--- src/rtl/fu_pkg.sv ---
// Shared definitions for the FU result path.
// Contents:
//   - operand-mode encodings for the precision-scalable FU
//   - the number of sub-word lanes per mode
//   - the accumulator FSM state type
package fu_pkg;

    localparam logic [1:0] MODE_8X8 = 2'b00;
    localparam logic [1:0] MODE_4X4 = 2'b01;
    localparam logic [1:0] MODE_2X2 = 2'b10;
    localparam logic [1:0] MODE_ILL = 2'b11;

    localparam int NUM_LANES = 4;

    typedef enum logic [1:0] {
        ST_IDLE  = 2'd0,
        ST_ACCUM = 2'd1,
        ST_DRAIN = 2'd2
    } fsm_state_t;

    // Lanes carried by one packed product word in the given mode.
    // The illegal mode carries no lanes.
    function automatic logic [2:0] lane_count(input logic [1:0] mode);
        case (mode)
            MODE_8X8: lane_count = 3'd1;
            MODE_4X4: lane_count = 3'd2;
            MODE_2X2: lane_count = 3'd4;
            default:  lane_count = 3'd0;
        endcase
    endfunction

endpackage

--- src/rtl/fu_lane_unpack.sv ---
// Splits a packed 16-bit FU product word into four unsigned lane values.
// Each value is zero-extended to ACC_W bits.
// Lanes that do not exist in the current mode read as zero.
// Ports:
//   in_p   in  16        packed product word
//   mode   in  2         operand mode (fu_pkg MODE_*)
//   lanes  out 4*ACC_W   lane k at [k*ACC_W +: ACC_W]
module fu_lane_unpack
    import fu_pkg::*;
#(
    parameter int ACC_W = 32
) (
    input  logic [15:0]          in_p,
    input  logic [1:0]           mode,
    output logic [4*ACC_W-1:0]   lanes
);

    genvar gi;
    generate
        for (gi = 0; gi < NUM_LANES; gi++) begin : g_lane
            // The truncating casts take the nibble or byte belonging to this lane.
            // They avoid part-selects past bit 15 for the upper lanes.
            logic [3:0]       nib;
            logic [7:0]       byt;
            logic [ACC_W-1:0] lane;

            assign nib = 4'(in_p >> (4 * gi));
            assign byt = 8'(in_p >> (8 * gi));

            always_comb begin
                lane = '0;
                case (mode)
                    MODE_8X8: if (gi == 0) lane = ACC_W'(in_p);
                    MODE_4X4: if (gi < 2)  lane = ACC_W'(byt);
                    MODE_2X2:              lane = ACC_W'(nib);
                    default:               lane = '0;
                endcase
            end

            assign lanes[gi*ACC_W +: ACC_W] = lane;
        end
    endgenerate

endmodule

--- src/rtl/fu_result_accum.sv ---
// Per-lane accumulator for the packed product words of the precision-scalable FU.
// A start pulse in IDLE latches the mode and the tile length.
// The block then sums cfg_len product words per lane.
// The sums are presented on a valid/ready output until the output handshake completes.
// Build option: define FU_ACC_SAT_EN for saturating lanes.
//   With FU_ACC_SAT_EN, each lane saturates at all-ones and sets a sticky flag on sat_flag.
//   Otherwise the lanes wrap and sat_flag does not exist.
// Ports:
//   clk, rst_n          clock, asynchronous active-low reset
//   start               begin a tile (honoured only in IDLE)
//   cfg_mode, cfg_len   mode and product count, latched on start
//   in_valid/in_ready   product word input handshake; in_p is the data
//   out_valid/out_ready result handshake; out_acc carries 4 lanes
//   busy                not IDLE
//   sat_flag            per-lane saturation flags (FU_ACC_SAT_EN only)
//   err_mode            sticky flag for a start with the illegal mode
module fu_result_accum
    import fu_pkg::*;
#(
    parameter int ACC_W = 32,
    parameter int CNT_W = 16
) (
    input  logic                 clk,
    input  logic                 rst_n,
    input  logic                 start,
    input  logic [1:0]           cfg_mode,
    input  logic [CNT_W-1:0]     cfg_len,
    input  logic                 in_valid,
    output logic                 in_ready,
    input  logic [15:0]          in_p,
    output logic                 out_valid,
    input  logic                 out_ready,
    output logic [4*ACC_W-1:0]   out_acc,
    output logic                 busy,
`ifdef FU_ACC_SAT_EN
    output logic [3:0]           sat_flag,
`endif
    output logic                 err_mode
);

    fsm_state_t         state_reg, state_next;
    logic [1:0]         mode_reg;
    logic [CNT_W-1:0]   len_reg;
    logic [CNT_W-1:0]   count_reg;
    logic               in_ready_reg, in_ready_next;
    logic               out_valid_reg, out_valid_next;
    logic               err_mode_reg;
    logic [4*ACC_W-1:0] lane_val;

    logic start_ok;
    logic start_bad;
    logic in_hs;
    logic out_hs;
    logic last_word;

    assign start_ok  = (state_reg == ST_IDLE) && start && (cfg_mode != MODE_ILL);
    assign start_bad = (state_reg == ST_IDLE) && start && (cfg_mode == MODE_ILL);
    assign in_hs     = in_valid && in_ready_reg;
    assign out_hs    = out_valid_reg && out_ready;
    assign last_word = (count_reg == (len_reg - CNT_W'(1)));

    fu_lane_unpack #(.ACC_W(ACC_W)) u_unpack (
        .in_p  (in_p),
        .mode  (mode_reg),
        .lanes (lane_val)
    );

    // State register
    always_ff @(posedge clk or negedge rst_n) begin
        if (!rst_n) state_reg <= ST_IDLE;
        else        state_reg <= state_next;
    end

    // Next-state logic
    always_comb begin
        state_next = state_reg;
        case (state_reg)
            ST_IDLE:  if (start_ok)
                          state_next = (cfg_len == '0) ? ST_DRAIN : ST_ACCUM;
            ST_ACCUM: if (in_hs && last_word) state_next = ST_DRAIN;
            ST_DRAIN: if (out_hs) state_next = ST_IDLE;
            default:  state_next = ST_IDLE;
        endcase
    end

    // The handshake outputs are registered and derive from the upcoming state.
    // This gives a one-cycle latency from the last input word to out_valid.
    // It also drops in_ready in the cycle right after the final word.
    always_comb begin
        in_ready_next  = (state_next == ST_ACCUM);
        out_valid_next = (state_next == ST_DRAIN);
    end

    always_ff @(posedge clk or negedge rst_n) begin
        if (!rst_n) begin
            in_ready_reg  <= 1'b0;
            out_valid_reg <= 1'b0;
            mode_reg      <= MODE_8X8;
            len_reg       <= '0;
            count_reg     <= '0;
            err_mode_reg  <= 1'b0;
        end else begin
            in_ready_reg  <= in_ready_next;
            out_valid_reg <= out_valid_next;
            if (start_ok) begin
                mode_reg     <= cfg_mode;
                len_reg      <= cfg_len;
                count_reg    <= '0;
                err_mode_reg <= 1'b0;
            end else begin
                if (in_hs)     count_reg    <= count_reg + CNT_W'(1);
                if (start_bad) err_mode_reg <= 1'b1;
            end
        end
    end

    genvar gi;
    generate
        for (gi = 0; gi < NUM_LANES; gi++) begin : g_acc
            logic             lane_on;
            logic [ACC_W-1:0] acc_reg;
            logic [ACC_W-1:0] add_val;

            assign lane_on = (3'(gi) < lane_count(mode_reg));
            assign add_val = lane_val[gi*ACC_W +: ACC_W];

`ifdef FU_ACC_SAT_EN
            // One extra bit catches the carry-out that triggers saturation.
            logic [ACC_W:0] sum;
            logic           sat_reg;

            assign sum = {1'b0, acc_reg} + {1'b0, add_val};

            always_ff @(posedge clk or negedge rst_n) begin
                if (!rst_n) begin
                    acc_reg <= '0;
                    sat_reg <= 1'b0;
                end else if (start_ok) begin
                    acc_reg <= '0;
                    sat_reg <= 1'b0;
                end else if (in_hs && lane_on) begin
                    if (sum[ACC_W]) begin
                        acc_reg <= '1;
                        sat_reg <= 1'b1;
                    end else begin
                        acc_reg <= sum[ACC_W-1:0];
                    end
                end
            end

            assign sat_flag[gi] = sat_reg;
`else
            always_ff @(posedge clk or negedge rst_n) begin
                if (!rst_n)                acc_reg <= '0;
                else if (start_ok)         acc_reg <= '0;
                else if (in_hs && lane_on) acc_reg <= acc_reg + add_val;
            end
`endif
            // Inactive lanes are cleared on start and never add.
            // They therefore read as zero without an output mask.
            assign out_acc[gi*ACC_W +: ACC_W] = acc_reg;
        end
    endgenerate

    assign in_ready  = in_ready_reg;
    assign out_valid = out_valid_reg;
    assign busy      = (state_reg != ST_IDLE);
    assign err_mode  = err_mode_reg;

endmodule

--- config.mk ---
export PLATFORM = sky130hd
export DESIGN_NAME = fu_result_accum
export DESIGN_NICKNAME = d
export VERILOG_FILES = /design/src/rtl/fu_pkg.sv /design/src/rtl/fu_lane_unpack.sv /design/src/rtl/fu_result_accum.sv
export SDC_FILE = /design/constraint.sdc
export NUM_CORES = 1
export LEC_CHECK = 0
export CORE_MARGIN = 5
export CORE_UTILIZATION = 25
export CTS_BUF_LIST = sky130_fd_sc_hd__clkbuf_16
export DETAILED_ROUTE_END_ITERATION = 10
export GPL_TIMING_DRIVEN = 0
export PLACE_DENSITY = 0.5
export SLEW_MARGIN = 20
export SYNTH_ARGS = -nofsm -noshare
export SYNTH_HDL_FRONTEND = slang
export SYNTH_HIERARCHICAL = 1
export SYNTH_SLANG_ARGS = --single-unit
--- constraint.sdc ---
create_clock -name clk -period 6.05 [get_ports clk]
set_clock_uncertainty 0.2 [all_clocks]
set_input_delay 1.21 -clock clk [delete_from_list [all_inputs] [get_ports clk]]
set_output_delay 1.21 -clock clk [all_outputs]
set_load 0.02 [all_outputs]
* Word-level counts from Yosys, hierarchy flattened
Index checks and enable logic that the tools add are counted.
** Word-level totals
- Register bits :: 167
- Input bits :: 39
** Operators by class
- $add $sub $neg :: 6
- Magnitude comparators :: 4
- Eq/ne operators :: 9
- Mux-type cells :: 22
- Reduce and logical (&&, ||, !) cells :: 20
** Operators with widths (number)
- $mux 32 :: 8
- $add 32x32->32 :: 4
- $pmux 16 s3 :: 1
- $mux 16 :: 2
- $add 16x1->16 const B :: 1
- $eq 16x16->1 :: 1
- $logic_not 16->1 :: 1
- $pmux 8 s2 :: 1
- $sub 16x1->16 const B :: 1
- $reduce_bool 2->1 :: 7
- $logic_and 1x1->1 :: 10
- $pmux 3 s3 :: 1
- $eq 2x2->1 const B :: 4
- $mux 2 :: 4
- $mux 4 :: 2
- $eq 2x1->1 const B :: 3
- $lt 1x3->1 const A :: 2
- $lt 2x3->1 const A :: 2
- $pmux 2 s3 :: 1
- $logic_not 2->1 :: 2
- $mux 1 :: 2
- $ne 2x2->1 const B :: 1

* Logic depth before layout (Yosys ltp)
- Word-level depth :: 6
- Depth in mapped cells :: 17
- Depth with buffers taken out :: 16

* Modules after synthesis
Netlist, hierarchy kept.
** Modules (own cells, without submodules)
- fu_result_accum :: instances 1, cells an instance 1647, area an instance 13444.1 um^2
- fu_lane_unpack :: instances 1, cells an instance 141, area an instance 1034.7 um^2

* Least setup slack after synthesis
Ideal clock, no wire load.
- Path kind :: in2reg
- Start point :: in in_p[0]
- End point :: reg g_acc[0].acc_reg[24]
- Library setup time :: 69 ps
- Arrival :: 3583 ps
- Data required time :: 5781 ps
- Setup slack :: 2198 ps
- Stages :: 13
- Buffers on the path :: 0
- Cell sequence :: nor3b_1 -> ha_1 -> inv_1 -> fa_1 -> nand2b_1 -> a21oi_1 -> o2111ai_1 -> nand4_1 -> nand2_1 -> o211ai_1 -> a31oi_1 -> or4_1 -> nand3_1
** On the way
- Word-level cells in the longest chain between the ends :: 4
** RTL lines
- start: declaration :: RTL line fu_result_accum.sv:30 : input logic [15:0] in_p,
- $pmux 16 s3 :: RTL line fu_lane_unpack.sv:32 : case (mode)
- $add 32x32->32 :: RTL line fu_result_accum.sv:156 : else if (in_hs && lane_on) acc_reg <= acc_reg + add_val;
- $mux 32 :: RTL line fu_result_accum.sv:156
- $mux 32 :: RTL line fu_result_accum.sv:155 : else if (start_ok) acc_reg <= '0;
- end signal: assignment :: RTL line fu_result_accum.sv:156
- end: declaration :: RTL line fu_result_accum.sv:121 : logic [ACC_W-1:0] acc_reg;
No other way between the ends. The select of a mux whose other input is x is not followed.
A chain may end at the register's enable or synchronous reset.

* Final worst setup path
- Start point :: in in_p[8]
- End point :: reg g_acc[1].acc_reg[24]
** On the way
- Word-level cells in the longest chain between the ends :: 4
** RTL lines
- $pmux 8 s2 :: RTL line fu_lane_unpack.sv:32
- net lane_val[32] :: RTL line fu_result_accum.sv:48 : logic [4*ACC_W-1:0] lane_val;
- $add 32x32->32 :: RTL line fu_result_accum.sv:156
- $mux 32 :: RTL line fu_result_accum.sv:156
- $mux 32 :: RTL line fu_result_accum.sv:155
- end signal: assignment :: RTL line fu_result_accum.sv:156
- end: declaration :: RTL line fu_result_accum.sv:121
The timed path passes the listed nets, and every way through them passes these cells. The select of a mux whose other input is x is not followed.

==> results.sh <==
export IMPL_start_kind="input pin"
export IMPL_leakage_uw=0.00844
export IMPL_nets=2249
export IMPL_cap_viol_max_count=0
export IMPL_grt_max_degree=78
export IMPL_drt_iter0_drc=713
export IMPL_yosysSeqAreaShare_pct=28.9
export IMPL_status="finished clean"
export IMPL_worstHoldStart="len_reg[15]"
export IMPL_clkTransAtPathRegs_ps=70
export IMPL_synth_xor_area_share_pct=6.96
export IMPL_yosysWarnings=6
export IMPL_worstPathArrival_ps=4890
export IMPL_combinationalPowerShare_pct=61.1
export IMPL_sw_frac_of_total_pct=47.6
export IMPL_worstSkewPairLatency_ps=500
export IMPL_cpMaxStageDelayCell="clkdlybuf4s50_1"
export IMPL_hold_slack_ps=311
export IMPL_grt_ovfl_total=0
export IMPL_synth_edf_count=0
export IMPL_slew_headroom_pct=27.9
export IMPL_intPower_uw=4230
export IMPL_r2r_start="mode_reg[1]"
export IMPL_synth_flop_cell="dfrtp_1"
export IMPL_synth_cell_types=76
export IMPL_placed_area_um2=17600
export IMPL_avgSynthCellArea_um2=8.10
export IMPL_wirelength_mm=49.5
export IMPL_largest_reg_flops=128
export IMPL_cts_max_level=4
export IMPL_dp_hpwl_mm=38.5
export IMPL_switching_power_uw=3840
export IMPL_cp_top_family="compound AO/OA/AOI/OAI gates"
export IMPL_reg2reg_depth=16
export IMPL_rsz0062_at_grt="no"
export IMPL_cts_resized=0
export IMPL_rows=88
export IMPL_start_util_pct=25.1
export IMPL_peakVddDrop_mv=0.282
export IMPL_powerDensity_nw_per_um2=445
export IMPL_drive_above_1_share_pct=7.24
export IMPL_crit_chain="clkdlybuf4s50_1 > a22oi_1 > nor2b_1 > ha_1 > inv_1 > fa_1 > nand2b_1 > a21oi_1 > o2111ai_1 > nand4_1 > nand2_1 > o211ai_1 > a31oi_1 > or4_1 > nand3_1"
export IMPL_via_per_inst=4.78
export IMPL_final_max_slew_viol_count=0
export IMPL_clkPwrFrac_pct=14.5
export IMPL_required_ps=6280
export IMPL_reg2reg_setup_slack_ps=1650
export IMPL_cp_end_kind="flop"
export IMPL_yosys_area_share_adder_pct=12.0
export IMPL_cts_buffer_depth=2
export IMPL_io_pins=171
export IMPL_grt_pass1_vias=13400
export IMPL_multi_input_area_um2=9550
export IMPL_register_area_um2=4180
export IMPL_hold_viol_final=0
export IMPL_power_frac_seq_pct=24.4
export IMPL_critPathKind="in -> reg"
export IMPL_synth_seq_cells=167
export IMPL_root_buffer="clkbuf_16"
export IMPL_finalCriticalPeriod_ps=4660
export IMPL_hold_buffers=0
export IMPL_synthToLayoutAreaGrowth_pct=25.3
export IMPL_worst_pin_slew_ps=1080
export IMPL_postCtsSetupRepairBufs=0
export IMPL_die_area_um2=62800
export IMPL_core_um2=57600
export IMPL_syn_area_um2=14500
export IMPL_first_pass_iters=5
export IMPL_slowest_delay_ps=620
export IMPL_fill_cells=6064
export IMPL_antenna_left=0
export IMPL_synthArstFlopShare_pct=100
export IMPL_grtUsageTotal_pct=15.6
export IMPL_die_h_um=251
export IMPL_final_common_cell="nand2_1"
export IMPL_synthTopCellsByArea="dfrtp_1, ha_1, nand2_1, a21oi_1, buf_4"
export IMPL_synth_area_leader_cell="dfrtp_1"
export IMPL_mostFrequentLayoutCells="nand2_1, a21oi_1, clkdlybuf4s50_1, dfrtp_1, ha_1"
export IMPL_synth_mux_area_fraction_pct=1.24
export IMPL_max_freq_ghz=0.214
export IMPL_worstPathMaxFanout=4
export IMPL_path_buf_inv=2
export IMPL_die_w_um=251
export IMPL_drc=0
export IMPL_hold_end="len_reg[15]"
export IMPL_wl_per_cell_um=17.4
export IMPL_synth_top_area_share_pct=28.9
export IMPL_reg2reg_to="g_acc[1].acc_reg[24]"
export IMPL_hp_class="reg -> reg"
export IMPL_min_path_cells=2
export IMPL_numCtsBuffers=17
export IMPL_synth_cells=1788
export IMPL_vias=13600
export IMPL_cts_tree="built"
export IMPL_grt_pass1_wl_mm=76.8
export IMPL_synth_compound_area_share_pct=20.7
export IMPL_fin_crit_sh_pct=77.1
export IMPL_cts_sinks=167
export IMPL_port_buffers=170
export IMPL_synth_top_family_by_area="simple AND/OR/NAND/NOR gates"
export IMPL_setup_viol=0
export IMPL_synth_simple_gate_area_share_pct=22.6
export IMPL_routabilityCongestion=0.867
export IMPL_grt_antenna_before_repair=2
export IMPL_final_area_um2=18100
-- logic make-up (layout without fill, tap and decap cells) --
kind of cell    after synthesis  in the layout
compound gates              478            478
xor+xnor                    115            115
fa+ha+maj                   136            136
buf+inv                     198            402
flops                       167            167
mux                          18             18
other cells                   1             97
simple gates                675            675
-- cells in the mapped netlist, types with 5 or more instances --
cell       count
nand2b_1      18
a21o_1        66
xnor2_1       62
nor4_1         6
o21ai_0       80
buf_4         97
clkbuf_1      49
and3_1        23
inv_1         36
o41ai_1        6
a211oi_1      20
and2_1        22
o21bai_1      11
a31oi_1       13
or3_1         18
ha_1         132
xor2_1        53
and4_1         7
a21boi_0       8
nor3b_1       13
nand2_1      261
nor3_1        23
nor2b_1       25
nand3_1       77
buf_1         14
dfrtp_1      167
a21oi_1      187
or4_1         10
nand4_1       25
o211ai_1      14
o2111ai_1      5
nor2_1       126
mux2i_1       18
nor4b_1        6
o21a_1        17
-- worst register-to-register path, stage by stage, from the launching register on --
cell and delay [ps]:
dfrtp_1 580, ha_1 340, buf_4 190, a22oi_1 100
nor2b_1 190, ha_1 200, inv_1 60, fa_1 370
nand2b_1 190, a21oi_1 300, o2111ai_1 220, nand4_1 150
nand2_1 80, o211ai_1 470, a31oi_1 190, or4_1 420
nand3_1 80
-- routing by layer --
metal	GRT usage [%]	vias to the layer above	share of wire (%)
li1	-	6786	-
met1	20.5	6521	47
met2	25.9	270	47
met3	3.23	51	4.4
met4	4.57	4	2.0
met5	0	-	0.046
-- layout make-up --
| type | instances | share of cell area (%) |
|---|---|---|
| multi-input combinational | 1518 | 52.6 |
| sequential | 167 | 23.0 |
| timing repair buffer | 172 | 9.71 |
| buffer | 162 | 5.37 |
| tap | 765 | 5.27 |
| clock buffer | 17 | 2.34 |
| clock inverter | 15 | 0.896 |
| inverter | 36 | 0.745 |
| antenna | 1 | 0.0138 |
-- stage by stage --
step           setup WS (ps)  TNS, ps  instances  total power, uW  util [%]
2_1_floorplan           2200        0       1883             5180         -
3_3_place_gp           -4680  -775590       2818             6790      30.4
3_5_place_dp             908        0       2820             6860      30.5
4_1_cts                 1440        0       2852             8100      31.5
5_1_grt                 1260        0       2852             8750      31.5
6_report                1390        0       2853             8070      31.5
-- power by group through the flow --
stage | registers (uW) | clock network, uW | logic, uW
final | 1970 | 1170 | 4930
after global routing | 2030 | 1260 | 5460
after CTS | 1980 | 1220 | 4900
after detailed placement | 2000 | 0 | 4870
after global placement | 1990 | 0 | 4800
after floorplan | 2210 | 0 | 2960
-- worst max-delay path by stage --
| stage | start | endpoint | cells past startpoint |
|---|---|---|---|
| 6_report | in_p[8] | g_acc[1].acc_reg[24] | 15 |
| 4_1_cts | in_p[8] | g_acc[1].acc_reg[26] | 15 |
| 3_5_place_dp | in_p[8] | g_acc[1].acc_reg[26] | 15 |
| 3_3_place_gp | rst_n | g_acc[1].acc_reg[17] | 1 |
| 5_1_grt | in_p[8] | g_acc[1].acc_reg[24] | 15 |
| 2_1_floorplan | in_p[0] | g_acc[0].acc_reg[24] | 13 |
No activity file was read; power rests on OpenSTA's default activity.
==> edit 1: new RTL, same settings <==
The option `FU_ACC_SAT_EN` is turned on by a define.
--- a/src/rtl/fu_result_accum.sv
+++ b/src/rtl/fu_result_accum.sv
@@ -15,4 +15,6 @@
 //   sat_flag            per-lane saturation flags (FU_ACC_SAT_EN only)
 //   err_mode            sticky flag for a start with the illegal mode
+`define FU_ACC_SAT_EN
+
 module fu_result_accum
     import fu_pkg::*;
Function (old outputs only; new: sat_flag): no difference found for any inputs over 4 cycles, from zero or initial values and one cycle with rst_n low; that may be too few to reach the edited logic, so the function may still have changed.
==> edit 1 against the unedited design <==
Clock power increased by 3%. Synthesized cell count decreased by 4.2%. Critical path type unchanged. Power increased by 19%. Sequential power increased by 9%. Cell count decreased by 2.5%. Maximum frequency decreased by 3.6%. Synthesized area about the same. Design area increased by 0.20%. First-iteration DRC count decreased by 8.6%. Wire length decreased by 7.6%. Worst setup slack got worse by 0.18 ns. Sequential cell count increased by 4.
==> edit 1: results (changes against the unedited design) <==
Pwr
  – Switching Fraction: 48.2% (+0.54 points)
  – Comb power: 6260 uW (+27%)
  – Part of the power in the clock network: 12.6% (-1.9 points)
  – Part of the power in combinational logic: 65.2% (+4.1 points)
  – VDD IR max: 0.237 mV (-16%)
  – Leak Pwr: 0.00857 uW (+1.5%)

Synthesis
  – FFs w/ async S/R, synth: 100% (unchanged)
  – Post-synth top cells: 189 x nand2_1, 171 x dfrtp_1, 160 x a21oi_1
  – Area contributors post-synth: dfrtp_1 30%, ha_1 12%, a21oi_1 5.5%
  – Synth unique cells: 82 (+7.9%)
  – Synth warn: 6 (unchanged)
  – Sequential fraction of the synthesis area: 29.6% (+0.72 points)
  – Mapped Cells: 1713 (-4.2%)

Global routing
  – GRT Total Usage: 14.6% (-0.95 points)
  – Initial antenna violation count: 4 (+2)
  – Largest net degree at the start of global routing: 74 (-5.1%)
  – First-pass GRT wire length: 73500 um (-4.4%)

Worst setup path
  – Max incr delay on CP: 0.63 ns
  – Crit Path Max Fanout: 10 (+6)
  – WP data arrival: 5.07 ns (+0.18 ns)
  – CP Launch Point: in_p[12]

Placement
  – Placer Congestion: 0.859 (-0.93%)
  – Number of cells after detailed placement: 2749 (-2.5%)
  – Pre-CTS setup slack: 0.669 ns (-0.239 ns)
  – Placed cell area: 17600 um2 (+0.15%)
  – Dpl hpwl: 35400 um (-8.1%)
  – Port buffer count: 174 (+2.4%)

Final layout
  – Share of cells above drive strength 1: 9.13% (+1.9 points)
  – Max reg flops: 128 (unchanged)
  – Final net count: 2182 (-3.0%)

Clock tree
  – Post-CTS sizing: 0 (unchanged)
  – # H-tree levels: 4 (unchanged)
  – Clock root buffer: clkbuf_16
  – Worst-case clock buffer depth: 2 (unchanged)

Timing
  – Worst slew pin tran: 0.753 ns (-0.329 ns)
  – Setup Viol. Count Final: 0 (unchanged)

Outcome
  – Outcome: complete, no violations

Drt
  – Iter 0 DRT Violations: 652 (-8.6%)
  – Via Count: 13110 (-3.8%)
  – Final wirelength: 45700 um (-7.6%)
  – Vias/cell: 4.71 (-1.3%)

Hold path
  – Hold Path Class: reg -> reg
  – Worst Min Path Start: g_acc[2].sat_reg$_DFFE_PN0P_
-- edit 1: cell types whose count changed in the layout (fill, tap and decap cells not counted), sizes merged, moves of 10 or more --
cell    change
o21ai      +87
mux2i      -16
xor2       +22
a31oi      +31
a221o      +34
a21oi      -17
nand3      -42
o21a       -10
nand2      -72
a211oi     -13
nor2       -39
inv        +13
-- edit 1: layout make-up --
cell class	instances	area, um2
diodes	1	2.50
plain buffers	160	1010
clock buffers	17	425
clock inverters	14	171
fillers	6156	39300
inverters	49	184
multi-input cells	1428	9350
flip-flops and latches	171	4280
well taps	765	957
repair buffers	176	1800
-- edit 1: cell families after synthesis --
logic type / count (synthesis) / share of synthesized area (%)
DFF: 171 / 29.6
AOI/OAI and AO/OA: 576 / 25.4
buffers and inverters: 209 / 8.28
other: 1 / 0.0259
and+or+nand+nor: 468 / 15.4
muxes: 2 / 0.138
xor gates and xnor gates: 146 / 8.84
adders and majority gates: 140 / 12.3
-- edit 1: worst paths after layout --
kind	end	slack, ns	depth (start not counted)
setup / recovery	g_acc[3].acc_reg[20]$_DFFE_PN0P_	1.21	16
hold / removal	g_acc[2].sat_reg$_DFFE_PN0P_	0.29	1
setup reg to reg	g_acc[1].sat_reg$_DFFE_PN0P_	1.35	17
hold reg to reg	g_acc[2].sat_reg$_DFFE_PN0P_	0.29	1
max in group asynchronous	g_acc[2].acc_reg[28]$_DFFE_PN0P_	4.56	2
min in group asynchronous	g_acc[0].acc_reg[30]$_DFFE_PN0P_	0.37	1
-- edit 1: layer usage --
layer	routed length [um]	GRT usage, %	vias to the layer above
met2	20500	23.1	237
met5	27	0	-
met4	680	3.32	6
met3	2830	4.94	38
met1	21700	19.5	6255
li1	-	-	6574
==> edit 2: new RTL, same settings <==
Without the edit above. Encoding of `fsm_state_t`: now one-hot (3 bits for 3 states).
--- a/src/rtl/fu_pkg.sv
+++ b/src/rtl/fu_pkg.sv
@@ -13,8 +13,8 @@
     localparam int NUM_LANES = 4;
 
-    typedef enum logic [1:0] {
-        ST_IDLE  = 2'd0,
-        ST_ACCUM = 2'd1,
-        ST_DRAIN = 2'd2
+    typedef enum logic [2:0] {
+        ST_IDLE  = 3'b001,
+        ST_ACCUM = 3'b010,
+        ST_DRAIN = 3'b100
     } fsm_state_t;
 
Check against the original RTL: no difference found for any inputs over 4 cycles, from zero or initial values and one cycle with rst_n low; so few cycles prove little.
==> edit 2 against the unedited design <==
Sequential share of layout area grew 0.70 points. Design area shrank 2.3%. Power shrank 5.7%. Wire length shrank 10%. Synthesized area shrank 2.8%. Sequential cell count grew 1. Combinational power shrank 8.1%. Global-route usage shrank 0.93 points. Worst setup slack lost 0.19 ns.
==> edit 2: results (changes against the unedited design) <==
Synthesis
  – Sequential fraction of the synthesis area: 29.9% (+1.0 points)
  – Area contributors post-synth: dfrtp_1 30%, ha_1 12%, nand2_1 7.9%
  – Mux cell area share after synthesis: 0.427% (-0.82 points)
  – Synth Area in Adders: 12.3% (+0.34 points)
  – Post-synth top cells: 296 x nand2_1, 190 x a21oi_1, 167 x dfrtp_1
  – Synth unique cells: 78 (+2.6%)
  – Post-synthesis compound-gate area fraction: 21.4% (+0.63 points)
  – Synth warn: 6 (unchanged)
  – XOR/XNOR share of the synthesized area: 8.40% (+1.4 points)

Worst setup path
  – CP Launch Point: mode_reg[1]$_DFFE_PN0P_
  – WP data arrival: 5.02 ns (+0.13 ns)
  – Max incr delay on CP: 0.57 ns (-0.05 ns)
  – Crit Path Max Fanout: 10 (+6)
  – FF-to-FF End: g_acc[0].acc_reg[30]$_DFFE_PN0P_
  – R2r worst-path depth: 17 (+1)

Drt
  – Met2 WL: 20400 um (-12%)
  – WL per Instance: 15.9 um (-8.2%)
  – M1 wire length: 21300 um (-8.0%)
  – Routed wl met3: 2170 um (-1.1%)
  – Iter 0 DRT Violations: 697 (-2.2%)
  – Vias/cell: 4.56 (-4.5%)
  – Top Layer Used: met4

Placement
  – Placed cell area: 17100 um2 (-2.4%)
  – Pre-CTS setup slack: 0.804 ns (-0.104 ns)
  – Dpl hpwl: 34600 um (-10%)

Global routing
  – Met1 usage: 19.4% (-1.1 points)
  – Initial antenna violation count: 0 (-2)
  – Met3 Resource Use GR: 3.80% (+0.58 points)
  – Largest net degree at the start of global routing: 71 (-9.0%)
  – GRT Total Usage: 14.7% (-0.93 points)
  – Vias in the first global route: 12582 (-6.0%)
  – First-pass GRT wire length: 70100 um (-8.7%)

Pwr
  – Leak Pwr: 0.00836 uW (-0.88%)
  – VDD IR max: 0.240 mV (-15%)

Final layout
  – Antenna cell count: 0 (-1)
  – Final net count: 2192 (-2.5%)

Timing
  – Worst slew margin: 30.8% (+2.9 points)

Outcome
  – Outcome: complete, no violations

Clock tree
  – CTS Buf Count: 17 (unchanged)
-- edit 2: cell types whose count changed in the layout (fill, tap and decap cells not counted), moves of 7 or more --
cell      change
a21boi_0      -7
mux2i_1      -12
nand2_1      +35
nand3_1      -33
nand4_1       -8
o21ai_0      -17
o21ai_1       +8
or4_1        -10
xnor2_1      +24
-- edit 2: layout make-up --
cell class | count | area [um2]
Inverter | 43 | 161
Multi-Input combinational cell | 1464 | 9140
Buffer | 151 | 932
Tap cell | 756 | 946
Sequential cell | 168 | 4210
Clock buffer | 17 | 425
Fill cell | 5925 | 38300
Timing Repair Buffer | 172 | 1760
Clock inverter | 15 | 153
-- edit 2: per-stage QoR --
stage,hold WS (ns),std cells
finish,0.310,2786
global route,0.342,2786
CTS,0.320,2786
detailed placement,0.303,2754
global placement,0.284,2752
floorplan,0.267,1826
-- edit 2: report_power, final --
part	internal, uW	switching, uW	total, uW
combinational	1970	2560	4530
sequential	1500	427	1930
clock	608	544	1150
total	4080	3530	7610
